--- config.mk ---
export PLATFORM = sky130hd
export DESIGN_NAME = fdivsqrt_seq_flat
export DESIGN_NICKNAME = d
export VERILOG_FILES = /design/src/rtl/fdivsqrt_seq_if.sv /design/src/rtl/fdivsqrt_seq.sv /design/src/flat_wrapper.sv
export SDC_FILE = /design/constraint.sdc
export NUM_CORES = 1
export LEC_CHECK = 0
export ABC_AREA = 1
export BUFFER_PORTS_ARGS = -buffer_cell sky130_fd_sc_hd__buf_2
export CORE_MARGIN = 2
export CORE_UTILIZATION = 60
export DETAILED_ROUTE_END_ITERATION = 12
export GPL_TIMING_DRIVEN = 0
export PLACE_DENSITY_LB_ADDON = 0.3
export SYNTH_ARGS = -nofsm -noshare
export SYNTH_HDL_FRONTEND = slang
export SYNTH_SLANG_ARGS = --single-unit
--- constraint.sdc ---
create_clock -name clock -period 6.5 [get_ports clock]
set_input_delay 0.65 -clock clock [delete_from_list [all_inputs] [get_ports clock]]
set_output_delay 0.65 -clock clock [all_outputs]
set_load 0.02 [all_outputs]
--- src/rtl/fdivsqrt_seq_if.sv ---
// IU <-> FPU issue / writeback bundle for the iterative divide / square-root unit.
// The IU side drives the issue strobe and operands; the FPU side returns status and result.
interface fdivsqrt_seq_if;
  logic        start;
  logic        op;
  logic [31:0] a;
  logic [31:0] b;
  logic [4:0]  rd_in;
  logic        cancel;
  logic        busy;
  logic [4:0]  count;
  logic        done;
  logic [31:0] result;
  logic [4:0]  rd;
  logic        dz;
  logic        nv;

  modport master (output start, op, a, b, rd_in, cancel,
                  input  busy, count, done, result, rd, dz, nv);
  modport slave  (input  start, op, a, b, rd_in, cancel,
                  output busy, count, done, result, rd, dz, nv);
endinterface

--- src/rtl/fdivsqrt_seq.sv ---
// Iterative single-precision fdiv / fsqrt: one quotient/root bit per cycle,
// round-to-nearest-even, denormals flushed to zero on input and output.
module fdivsqrt_seq #(
  parameter logic [31:0] QNAN = 32'h7FC00000
) (
  input  logic          clock,
  input  logic          resetn,
  fdivsqrt_seq_if.slave bus
);

  typedef enum logic [1:0] {ST_IDLE, ST_ITER, ST_ROUND} state_t;

  state_t             r_state;
  logic [4:0]         r_cnt;
  logic               r_done;
  logic [31:0]        r_result;
  logic [4:0]         r_rd;
  logic               r_dz;
  logic               r_nv;

  logic               r_op;
  logic               r_sign;
  logic signed [9:0]  r_exp;
  logic [4:0]         r_rd_cap;
  logic [23:0]        r_dvsr;
  logic [27:0]        r_rem;
  logic [25:0]        r_q;
  logic [49:0]        r_rad;
  logic               r_spec;
  logic [31:0]        r_spec_res;
  logic               r_spec_dz;
  logic               r_spec_nv;

  function automatic logic [31:0] round_pack(input logic              sign,
                                             input logic signed [9:0] exp_in,
                                             input logic [23:0]       mant,
                                             input logic              guard,
                                             input logic              sticky);
    logic              up;
    logic [24:0]       sum;
    logic signed [9:0] e;
    logic [22:0]       frac;
    up   = guard & (sticky | mant[0]);
    sum  = {1'b0, mant} + {24'd0, up};
    e    = sum[24] ? exp_in + 10'sd1 : exp_in;
    frac = sum[24] ? 23'd0 : sum[22:0];
    if (e >= 10'sd255)    round_pack = {sign, 8'hFF, 23'd0};
    else if (e <= 10'sd0) round_pack = {sign, 31'd0};
    else                  round_pack = {sign, e[7:0], frac};
  endfunction

  logic [7:0]        w_ea, w_eb;
  logic [22:0]       w_fa, w_fb;
  logic              w_sa, w_sb;
  logic              w_a_zero, w_a_inf, w_a_nan, w_b_zero, w_b_inf, w_b_nan;
  logic [23:0]       w_ma, w_mb;
  logic signed [9:0] w_ea_unb, w_exp_div, w_exp_sqrt;
  logic [49:0]       w_rad;
  logic              w_accept;

  assign w_sa     = bus.a[31];
  assign w_ea     = bus.a[30:23];
  assign w_fa     = bus.a[22:0];
  assign w_sb     = bus.b[31];
  assign w_eb     = bus.b[30:23];
  assign w_fb     = bus.b[22:0];
  // A zero exponent means zero or denormal; both are treated as signed zero.
  assign w_a_zero = (w_ea == 8'h00);
  assign w_a_inf  = (w_ea == 8'hFF) && (w_fa == 23'd0);
  assign w_a_nan  = (w_ea == 8'hFF) && (w_fa != 23'd0);
  assign w_b_zero = (w_eb == 8'h00);
  assign w_b_inf  = (w_eb == 8'hFF) && (w_fb == 23'd0);
  assign w_b_nan  = (w_eb == 8'hFF) && (w_fb != 23'd0);
  assign w_ma     = {1'b1, w_fa};
  assign w_mb     = {1'b1, w_fb};

  assign w_ea_unb   = $signed({2'b00, w_ea}) - 10'sd127;
  assign w_exp_div  = $signed({2'b00, w_ea}) - $signed({2'b00, w_eb}) + 10'sd127;
  assign w_exp_sqrt = (w_ea_unb >>> 1) + 10'sd127;
  // Odd exponent: double the radicand so the remaining exponent halves exactly.
  assign w_rad      = w_ea_unb[0] ? {w_ma, 26'd0} : {1'b0, w_ma, 25'd0};
  assign w_accept   = (r_state == ST_IDLE) && bus.start && !bus.cancel;

  logic        w_spec;
  logic [31:0] w_spec_res;
  logic        w_spec_dz;
  logic        w_spec_nv;

  always_comb begin
    w_spec     = 1'b1;
    w_spec_res = QNAN;
    w_spec_dz  = 1'b0;
    w_spec_nv  = 1'b0;
    if (!bus.op) begin
      if (w_a_nan || w_b_nan)                          w_spec_res = QNAN;
      else if ((w_a_zero && w_b_zero) || (w_a_inf && w_b_inf)) w_spec_nv = 1'b1;
      else if (w_a_inf)                                w_spec_res = {w_sa ^ w_sb, 8'hFF, 23'd0};
      else if (w_b_zero) begin
        w_spec_res = {w_sa ^ w_sb, 8'hFF, 23'd0};
        w_spec_dz  = 1'b1;
      end
      else if (w_b_inf || w_a_zero)                    w_spec_res = {w_sa ^ w_sb, 31'd0};
      else                                             w_spec = 1'b0;
    end else begin
      if (w_a_nan)                  w_spec_res = QNAN;
      else if (w_sa && !w_a_zero)   w_spec_nv  = 1'b1;
      else if (w_a_zero)            w_spec_res = {w_sa, 31'd0};
      else if (w_a_inf)             w_spec_res = {1'b0, 8'hFF, 23'd0};
      else                          w_spec = 1'b0;
    end
  end

  logic [27:0] w_dvsr_ext, w_div_rem_nxt, w_sq_rem, w_sq_trial, w_sq_rem_nxt;
  logic        w_div_bit, w_sq_bit;

  assign w_dvsr_ext    = {4'd0, r_dvsr};
  assign w_div_bit     = (r_rem >= w_dvsr_ext);
  assign w_div_rem_nxt = (w_div_bit ? r_rem - w_dvsr_ext : r_rem) << 1;
  assign w_sq_rem      = {r_rem[25:0], r_rad[49:48]};
  assign w_sq_trial    = {1'b0, r_q[24:0], 2'b01};
  assign w_sq_bit      = (w_sq_rem >= w_sq_trial);
  assign w_sq_rem_nxt  = w_sq_bit ? w_sq_rem - w_sq_trial : w_sq_rem;

  logic [23:0]       w_mant;
  logic              w_guard;
  logic              w_sticky;
  logic signed [9:0] w_exp_rnd;
  logic [31:0]       w_round_res;

  // Quotient below 1.0 needs one left shift; the root is always in [1,2).
  always_comb begin
    w_mant    = r_q[24:1];
    w_guard   = r_q[0];
    w_sticky  = |r_rem;
    w_exp_rnd = r_exp;
    if (!r_op) begin
      if (r_q[25]) begin
        w_mant   = r_q[25:2];
        w_guard  = r_q[1];
        w_sticky = r_q[0] | (|r_rem);
      end else begin
        w_exp_rnd = r_exp - 10'sd1;
      end
    end
  end

  assign w_round_res = round_pack(r_sign, w_exp_rnd, w_mant, w_guard, w_sticky);

  // Control and architectural outputs.
  always_ff @(posedge clock or negedge resetn) begin
    if (!resetn) begin
      r_state  <= ST_IDLE;
      r_cnt    <= 5'd0;
      r_done   <= 1'b0;
      r_result <= 32'h0;
      r_rd     <= 5'h0;
      r_dz     <= 1'b0;
      r_nv     <= 1'b0;
    end else begin
      r_done <= 1'b0;
      case (r_state)
        ST_IDLE: begin
          if (w_accept) begin
            if (w_spec) begin
              r_state <= ST_ROUND;
              r_cnt   <= 5'd0;
            end else begin
              r_state <= ST_ITER;
              r_cnt   <= bus.op ? 5'd25 : 5'd26;
            end
          end
        end
        ST_ITER: begin
          if (bus.cancel) begin
            r_state <= ST_IDLE;
            r_cnt   <= 5'd0;
          end else begin
            r_cnt <= r_cnt - 5'd1;
            if (r_cnt == 5'd1) r_state <= ST_ROUND;
          end
        end
        ST_ROUND: begin
          r_state <= ST_IDLE;
          r_cnt   <= 5'd0;
          if (!bus.cancel) begin
            r_done   <= 1'b1;
            r_result <= r_spec ? r_spec_res : w_round_res;
            r_rd     <= r_rd_cap;
            r_dz     <= r_spec & r_spec_dz;
            r_nv     <= r_spec & r_spec_nv;
          end
        end
        default: begin
          r_state <= ST_IDLE;
          r_cnt   <= 5'd0;
        end
      endcase
    end
  end

  // Operand capture and iteration datapath.
  always_ff @(posedge clock) begin
    if (w_accept) begin
      r_op       <= bus.op;
      r_rd_cap   <= bus.rd_in;
      r_sign     <= bus.op ? w_sa : (w_sa ^ w_sb);
      r_exp      <= bus.op ? w_exp_sqrt : w_exp_div;
      r_dvsr     <= w_mb;
      r_rem      <= bus.op ? 28'd0 : {4'd0, w_ma};
      r_q        <= 26'd0;
      r_rad      <= w_rad;
      r_spec     <= w_spec;
      r_spec_res <= w_spec_res;
      r_spec_dz  <= w_spec_dz;
      r_spec_nv  <= w_spec_nv;
    end else if (r_state == ST_ITER) begin
      r_rem <= r_op ? w_sq_rem_nxt : w_div_rem_nxt;
      r_q   <= {r_q[24:0], (r_op ? w_sq_bit : w_div_bit)};
      r_rad <= {r_rad[47:0], 2'b00};
    end
  end

  assign bus.busy   = (r_state != ST_IDLE);
  assign bus.count  = r_cnt;
  assign bus.done   = r_done;
  assign bus.result = r_result;
  assign bus.rd     = r_rd;
  assign bus.dz     = r_dz;
  assign bus.nv     = r_nv;

endmodule

--- src/flat_wrapper.sv ---
// flat-port wrapper written by rule: the top's interface ports become plain ports
module fdivsqrt_seq_flat 
#(
  parameter logic [31:0] QNAN = 32'h7FC00000
)
  (clock, resetn, bus_start, bus_op, bus_a, bus_b, bus_rd_in, bus_cancel, bus_busy, bus_count, bus_done, bus_result, bus_rd, bus_dz, bus_nv);
  fdivsqrt_seq_if bus_i ();
  input  logic clock;
  input  logic resetn;
  input wire logic [$bits(bus_i.start)-1:0] bus_start;
  input wire logic [$bits(bus_i.op)-1:0] bus_op;
  input wire logic [$bits(bus_i.a)-1:0] bus_a;
  input wire logic [$bits(bus_i.b)-1:0] bus_b;
  input wire logic [$bits(bus_i.rd_in)-1:0] bus_rd_in;
  input wire logic [$bits(bus_i.cancel)-1:0] bus_cancel;
  output wire logic [$bits(bus_i.busy)-1:0] bus_busy;
  output wire logic [$bits(bus_i.count)-1:0] bus_count;
  output wire logic [$bits(bus_i.done)-1:0] bus_done;
  output wire logic [$bits(bus_i.result)-1:0] bus_result;
  output wire logic [$bits(bus_i.rd)-1:0] bus_rd;
  output wire logic [$bits(bus_i.dz)-1:0] bus_dz;
  output wire logic [$bits(bus_i.nv)-1:0] bus_nv;
  assign bus_i.start = bus_start;
  assign bus_i.op = bus_op;
  assign bus_i.a = bus_a;
  assign bus_i.b = bus_b;
  assign bus_i.rd_in = bus_rd_in;
  assign bus_i.cancel = bus_cancel;
  assign bus_busy = bus_i.busy;
  assign bus_count = bus_i.count;
  assign bus_done = bus_i.done;
  assign bus_result = bus_i.result;
  assign bus_rd = bus_i.rd;
  assign bus_dz = bus_i.dz;
  assign bus_nv = bus_i.nv;
  fdivsqrt_seq #(.QNAN(QNAN)) u_core (.clock(clock), .resetn(resetn), .bus(bus_i));
endmodule
==> results_dict.tcl, run 1 <==
set metrics [dict create \
    setup_tns_ps 0 \
    drive_above_1_share_pct 9.50 \
    violations "DRC" \
    start_util_pct 60.8 \
    slew-limit-headroom_pct 29.6 \
    fin_crit_ps 4150 \
    clock-root-buffer "clkbuf_16" \
    final_nets 2151 \
    ir_drop_v 0.000238 \
    clkSlewWorstSetupHoldPaths_ps 80 \
    fin_worst_skew_ps 14.8 \
    synth_cells 1869 \
    cts_num_sinks 172 \
    fin_area_um2 14800 \
    area_growth_syn_to_layout_pct 11.8 \
    numCtsBuffers 17 \
    std_cell_rows 54 \
    ys_types 49 \
    layout_common_cells "nand2_1, inv_1, nor2_1" \
    ys.flop_type "edfxtp_1" \
    whs_ps 375 \
    routedWlPerCell_um 16.7 \
    arrival_ps 4320 \
    cap_violations 0 \
    drt_pre_antenna_iters 11 \
    setup_viol 0 \
    die-area_um2 23200 \
    cts_max_level 4 \
    yosysTopAreaCell "edfxtp_1" \
    fin_crit_sh_pct 63.8 \
    p_sw_uw 3750 \
    rsz0062_at_grt "false" \
    vias 13200 \
    antenna_found_initial 0 \
    drt_wl_total_um 38400 \
    die_y_um 152 \
    drt_iter0_markers 1244 \
    core-area_um2 21800 \
    synthTopCellsByArea "edfxtp_1, nand2_1, dfrtp_1" \
    clockBufferDepth 2 \
    grt_first_pass_wirelength_um 61800 \
    synth_edf_count 99 \
    ios 120 \
    clock_latency_ps 450 \
    maxClockFrequency_mhz 241 \
    placed_cell_area_um2 14200 \
    drc 2 \
    required_ps 6670 \
    power_frac_comb_pct 59.2 \
    ctsHoldBuffers 0 \
    path_class "register to register" \
    power_uw 7500 \
    worstMarginPinSlew_ps 1060 \
    avgSynthCellArea_um2 7.08 \
    place_hpwl_um 30400 \
    p_per_area_nw_per_um2 507 \
    clkPwrFrac_pct 13.8 \
    synth-seq-cells 172 \
    synth_area_um2 13200 \
    post_cts_resized 0 \
    n_antenna_cell 0 \
    status "finished with violations" \
    hold_violations 0 \
    die_x_um 152 \
    cts_setup_buffers 0 \
    layout_commonest_cell "nand2_1" \
    ys_seq_area_share_pct 35.3 \
    cts_tree "built" \
    cp_max_fo 10 \
    syn_nets 2012 \
    grt_pass1_vias 12500 \
    grt_max_degree 63 \
    pwr-share-seq_pct 27.0 \
    yosys_warnings 0 \
    gp_congestion 0.979 \
    ant_nets 0 \
    critical_path.endpoint_type "register" \
    vias_per_cell 5.75 \
    placement.io_buffers 119 \
    yosysTopAreaCellShare_pct 22.5 \
    p_int_uw 3750 \
    grt_util_all_layers_pct 32.9 \
    cp-start-kind "register" \
    slew_violations 0 \
    gr-total-overflow 0 \
    hp-class "primary input to register" \
    synth_async_sr_flop_share_pct 27.3 \
    cellLeakagePower_uw 0.00716 \
    swShare_pct 50.0 \
]
path summary, 6_finish.rpt:
path / cells past startpoint / from / to / slack [ps]
min in group asynchronous: 1 / resetn / u_core.bus.result[27] / 390
setup reg to reg: 12 / u_core.r_rem[22] / u_core.r_rem[20] / 2350
setup / recovery: 12 / u_core.r_rem[22] / u_core.r_rem[20] / 2350
max in group asynchronous: 1 / resetn / u_core.bus.result[1] / 5460
hold / removal: 1 / bus_rd_in[3] / u_core.r_rd_cap[3] / 370
hold reg to reg: 2 / u_core.r_rd_cap[4] / u_core.bus.rd[4] / 450
cells by family (layout without fill, tap and decap cells):
kind of cell	after synthesis	count (layout)	synth area share (%)
compound gates	326	326	14.5
xor+xnor	71	71	4.70
simple gates	903	903	29.0
fa+ha+maj	69	69	6.64
flops	172	172	35.3
buf+inv	327	479	9.77
mux	1	1	0.0757
power groups by stage:
stage | Combinational, µW | Clock [µW] | Sequential, µW
finish | 4440 | 1030 | 2030
global route | 4970 | 1070 | 2070
CTS | 4360 | 1030 | 2010
detailed placement | 4310 | 0 | 2030
global placement | 4240 | 0 | 2030
floorplan | 3150 | 0 | 2040
flip-flops by register name (all words and copies together), names as in the netlist, 2 cells and up:
register / cells
u_core.bus.count: 5
u_core.bus.rd: 5
u_core.bus.result: 32
u_core.r_dvsr: 23
u_core.r_exp: 10
u_core.r_q: 26
u_core.r_rad: 25
u_core.r_rd_cap: 5
u_core.r_rem: 28
u_core.r_spec_res: 3
u_core.r_state: 2
Yosys cell counts (all sizes together), types with 2 or more instances:
library cell	instances
buf	16
o211ai	27
clkbuf	35
xor2	49
nor2	162
or2	11
dfrtp	47
a211oi	3
inv	273
edfxtp	99
nand3	125
ha	67
clkinv	3
nand4	47
nor4	18
a31oi	11
o221ai	21
a21oi	92
o21ai	111
nand2	508
nand3b	8
a21boi	3
xnor2	22
nor3	21
fa	2
and2	2
a21o	9
dfxtp	26
o21bai	9
o22ai	34
per-layer routing:
| layer | GRT usage (%) | vias to the layer above | share of wire (%) |
|---|---|---|---|
| met5 | 0 | - | 0 |
| met4 | 15.3 | 0 | 4.6 |
| met3 | 4.15 | 109 | 6.4 |
| met2 | 56.4 | 545 | 48 |
| met1 | 41.5 | 6003 | 41 |
| li1 | - | 6566 | - |
through the flow:
stage | setup slack (ps) | cells | util (%)
after floorplan | 3370 | 1869 | -
after detailed placement | 2440 | 2269 | 65.3
after global routing | 2170 | 2301 | 68.0
after global placement | 2160 | 2268 | 65.1
after CTS | 2400 | 2301 | 68.0
final | 2350 | 2301 | 68.0
critical path: stages (launching register included):
cell      delay (ps)
edfxtp_1         530
ha_1             410
nand2_1          110
nor3_1           480
nand4_1          170
nor3_1           410
a41oi_1          180
nand2_1          390
clkbuf_1         440
nand4_1          210
nand3_1          220
nand2_1           70
o21ai_0          230
final cells by class:
class / count / area (µm²)
clock inverter: 14 / 150
clock buffer: 18 / 439
inverter: 276 / 1040
timing repair buffer: 120 / 616
tap: 280 / 350
buffer: 51 / 262
fill: 1901 / 6970
multi-input combinational: 1370 / 7260
sequential: 172 / 4670
No activity file was read; power rests on OpenSTA's default activity.
==> inputs of run 2 (changes only) <==
- ABC_AREA: 1 -> 0
- clock period: 6.5 -> 4.3 ns (I/O delays scaled with it)
==> results_dict.tcl, run 2 <==
set metrics [dict create \
    drive_above_1_share_pct 11.6 \
    ys_types 78 \
    pwr-share-seq_pct 28.2 \
    clkSlewWorstSetupHoldPaths_ps 80 \
    cellLeakagePower_uw 0.00599 \
    fin_crit_sh_pct 94.9 \
    swShare_pct 47.0 \
    grt_pass1_vias 12000 \
    yosys_warnings 0 \
    avgSynthCellArea_um2 8.52 \
    ios 120 \
    critical_path.endpoint_type "register" \
    synth.most_common_cell "nand2_1" \
    routedWlPerCell_um 19.4 \
    synthTopCellsByArea "edfxtp_1, dfrtp_1, ha_1" \
    core-area_um2 21700 \
    n_antenna_cell 0 \
    ys_seq_area_share_pct 35.5 \
    rr_worst_depth 15 \
    fin_area_um2 14800 \
    slew_violations 0 \
    cts_max_level 4 \
    synthMuxAreaShare_pct 3.90 \
    final_nets 1829 \
    gr-total-overflow 0 \
    rr_endpoint "u_core.bus.result[6]" \
    start_util_pct 60.7 \
    synth_cells 1545 \
    ys.flop_type "edfxtp_1" \
    synth_xor_xnor_area_share_pct 5.99 \
    drt_pre_antenna_iters 8 \
    r2r-start "u_core.r_op" \
    hold_violations 0 \
    power_frac_comb_pct 56.2 \
    placement.io_buffers 119 \
    cp_max_fo 10 \
    cp-start-kind "register" \
    slew-limit-headroom_pct 30.1 \
    cts_num_sinks 172 \
    std_cell_rows 54 \
    p_sw_uw 4920 \
    grt_max_degree 48 \
    ant_nets 0 \
    layout_common_cells "nand2_1, buf_2, o21ai_0" \
    gp_congestion 0.995 \
    synth-seq-cells 172 \
    synth_top_family_by_area "compound AO/OA/AOI/OAI gates" \
    place_hpwl_um 29700 \
    syn_nets 1688 \
    fin_crit_ps 4080 \
    drc 0 \
    path_class "register to register" \
    hp-class "primary input to async pin" \
    p_int_uw 5550 \
    vias 12800 \
    fin_worst_skew_ps 15.0 \
    whs_ps 146 \
    cap_violations 0 \
    die_y_um 152 \
    clockBufferDepth 2 \
    drt_iter0_markers 1171 \
    numCtsBuffers 17 \
    p_per_area_nw_per_um2 706 \
    drt_wl_total_um 38500 \
    synth_area_um2 13200 \
    grt_first_pass_wirelength_um 61100 \
    vias_per_cell 6.48 \
    cts_tree "built" \
    die_x_um 152 \
    clock-root-buffer "clkbuf_16" \
    synth_simple_gate_area_share_pct 20.6 \
    ir_drop_v 0.000375 \
    area_growth_syn_to_layout_pct 12.7 \
    r2r_slack_ps 220 \
    largest_register_ffs 32 \
    antenna_found_initial 0 \
    synth_common_cells "nand2_1, o21ai_0, nor2_1, edfxtp_1, a21oi_1" \
    layout_commonest_cell "nand2_1" \
    placed_cell_area_um2 14200 \
    synth_async_sr_flop_share_pct 27.3 \
    required_ps 4620 \
    setup_viol 0 \
    arrival_ps 4400 \
    synth_edf_count 99 \
    synth-compound-area-share_pct 22.5 \
    yosysTopAreaCell "edfxtp_1" \
    status "completed" \
    clock_latency_ps 450 \
    die-area_um2 23100 \
    maxClockFrequency_mhz 245 \
    clkPwrFrac_pct 15.6 \
    grt_util_all_layers_pct 32.4 \
    worstMarginPinSlew_ps 1020 \
    synthAdderAreaFrac_pct 6.67 \
    yosysTopAreaCellShare_pct 22.6 \
]
[run 2: kinds of logic after synthesis]
family	after synthesis
simple gates	552
fa+ha+maj	69
compound gates	445
xor+xnor	90
mux	51
buf+inv	166
flops	172
[run 2: repair_timing]
action | in CTS | in global routing
buffers inserted | 0 | 1
resized for setup | 2 | 7
hold endpoints to repair | 0 | 0
pin swaps | 0 | 1
setup endpoints to repair | 20 | 33
hold buffers | 0 | 0
cloned | 0 | 0
[run 2: per-layer routing]
metal	GRT usage [%]	wire length, µm
met5	0	0
met4	14.4	1750
met3	5.08	3400
met2	53.6	17800
met1	42.2	15500
[run 2: critical path, stage by stage, from the launching register on]
cell and delay (ps):
edfxtp_1 430, buf_4 200, nand2b_1 140, buf_2 180, clkbuf_1 250, clkbuf_1 320
o21ai_0 250, ha_1 290, nand2_1 160, nor2_4 210, nand3_2 230, nor3_1 290
xnor2_1 270, o2111a_2 360, buf_2 240, o31ai_1 110
[run 2: through the flow]
stage          setup TNS, ps  instances  total power (µW)  utilization [%]  worst slack, ps
3_3_place_gp            -808       1944              8520             65.1            -56.0
2_1_floorplan              0       1545              7170                -              887
4_1_cts                    0       1978             10300             68.2             25.3
3_5_place_dp            -712       1946              8660             65.3             -166
6_report                   0       1979             10500             68.4              220
5_1_grt                -70.4       1979             11200             68.4            -27.8
[run 2: worst max path at each step]
stage / from / to / slack (ps) / cells past startpoint
3_5_place_dp: u_core.r_op / u_core.bus.result[15] / -170 / 12
5_1_grt: u_core.r_op / u_core.bus.result[15] / -30 / 14
4_1_cts: u_core.r_op / u_core.bus.result[6] / 30 / 15
2_1_floorplan: u_core.r_op / u_core.bus.result[22] / 890 / 15
6_report: u_core.r_op / u_core.bus.result[6] / 220 / 15
3_3_place_gp: bus_cancel / u_core.r_rem[15] / -60 / 8
[run 2: final cells by class]
class / count / area [µm²]
repair buffers: 122 / 643
flip-flops and latches: 172 / 4670
well taps: 280 / 350
clock buffers: 17 / 425
inverters: 85 / 319
multi-input cells: 1207 / 7890
plain buffers: 81 / 332
clock inverters: 15 / 209
fillers: 1729 / 6850
[run 2: power groups by stage]
stage               registers [µW]  logic (µW)  clock network [µW]
floorplan                     2940        4240                   0
global placement              2960        5560                   0
detailed placement            2960        5710                   0
CTS                           2920        5760                1640
global route                  3000        6480                1690
finish                        2960        5880                1640
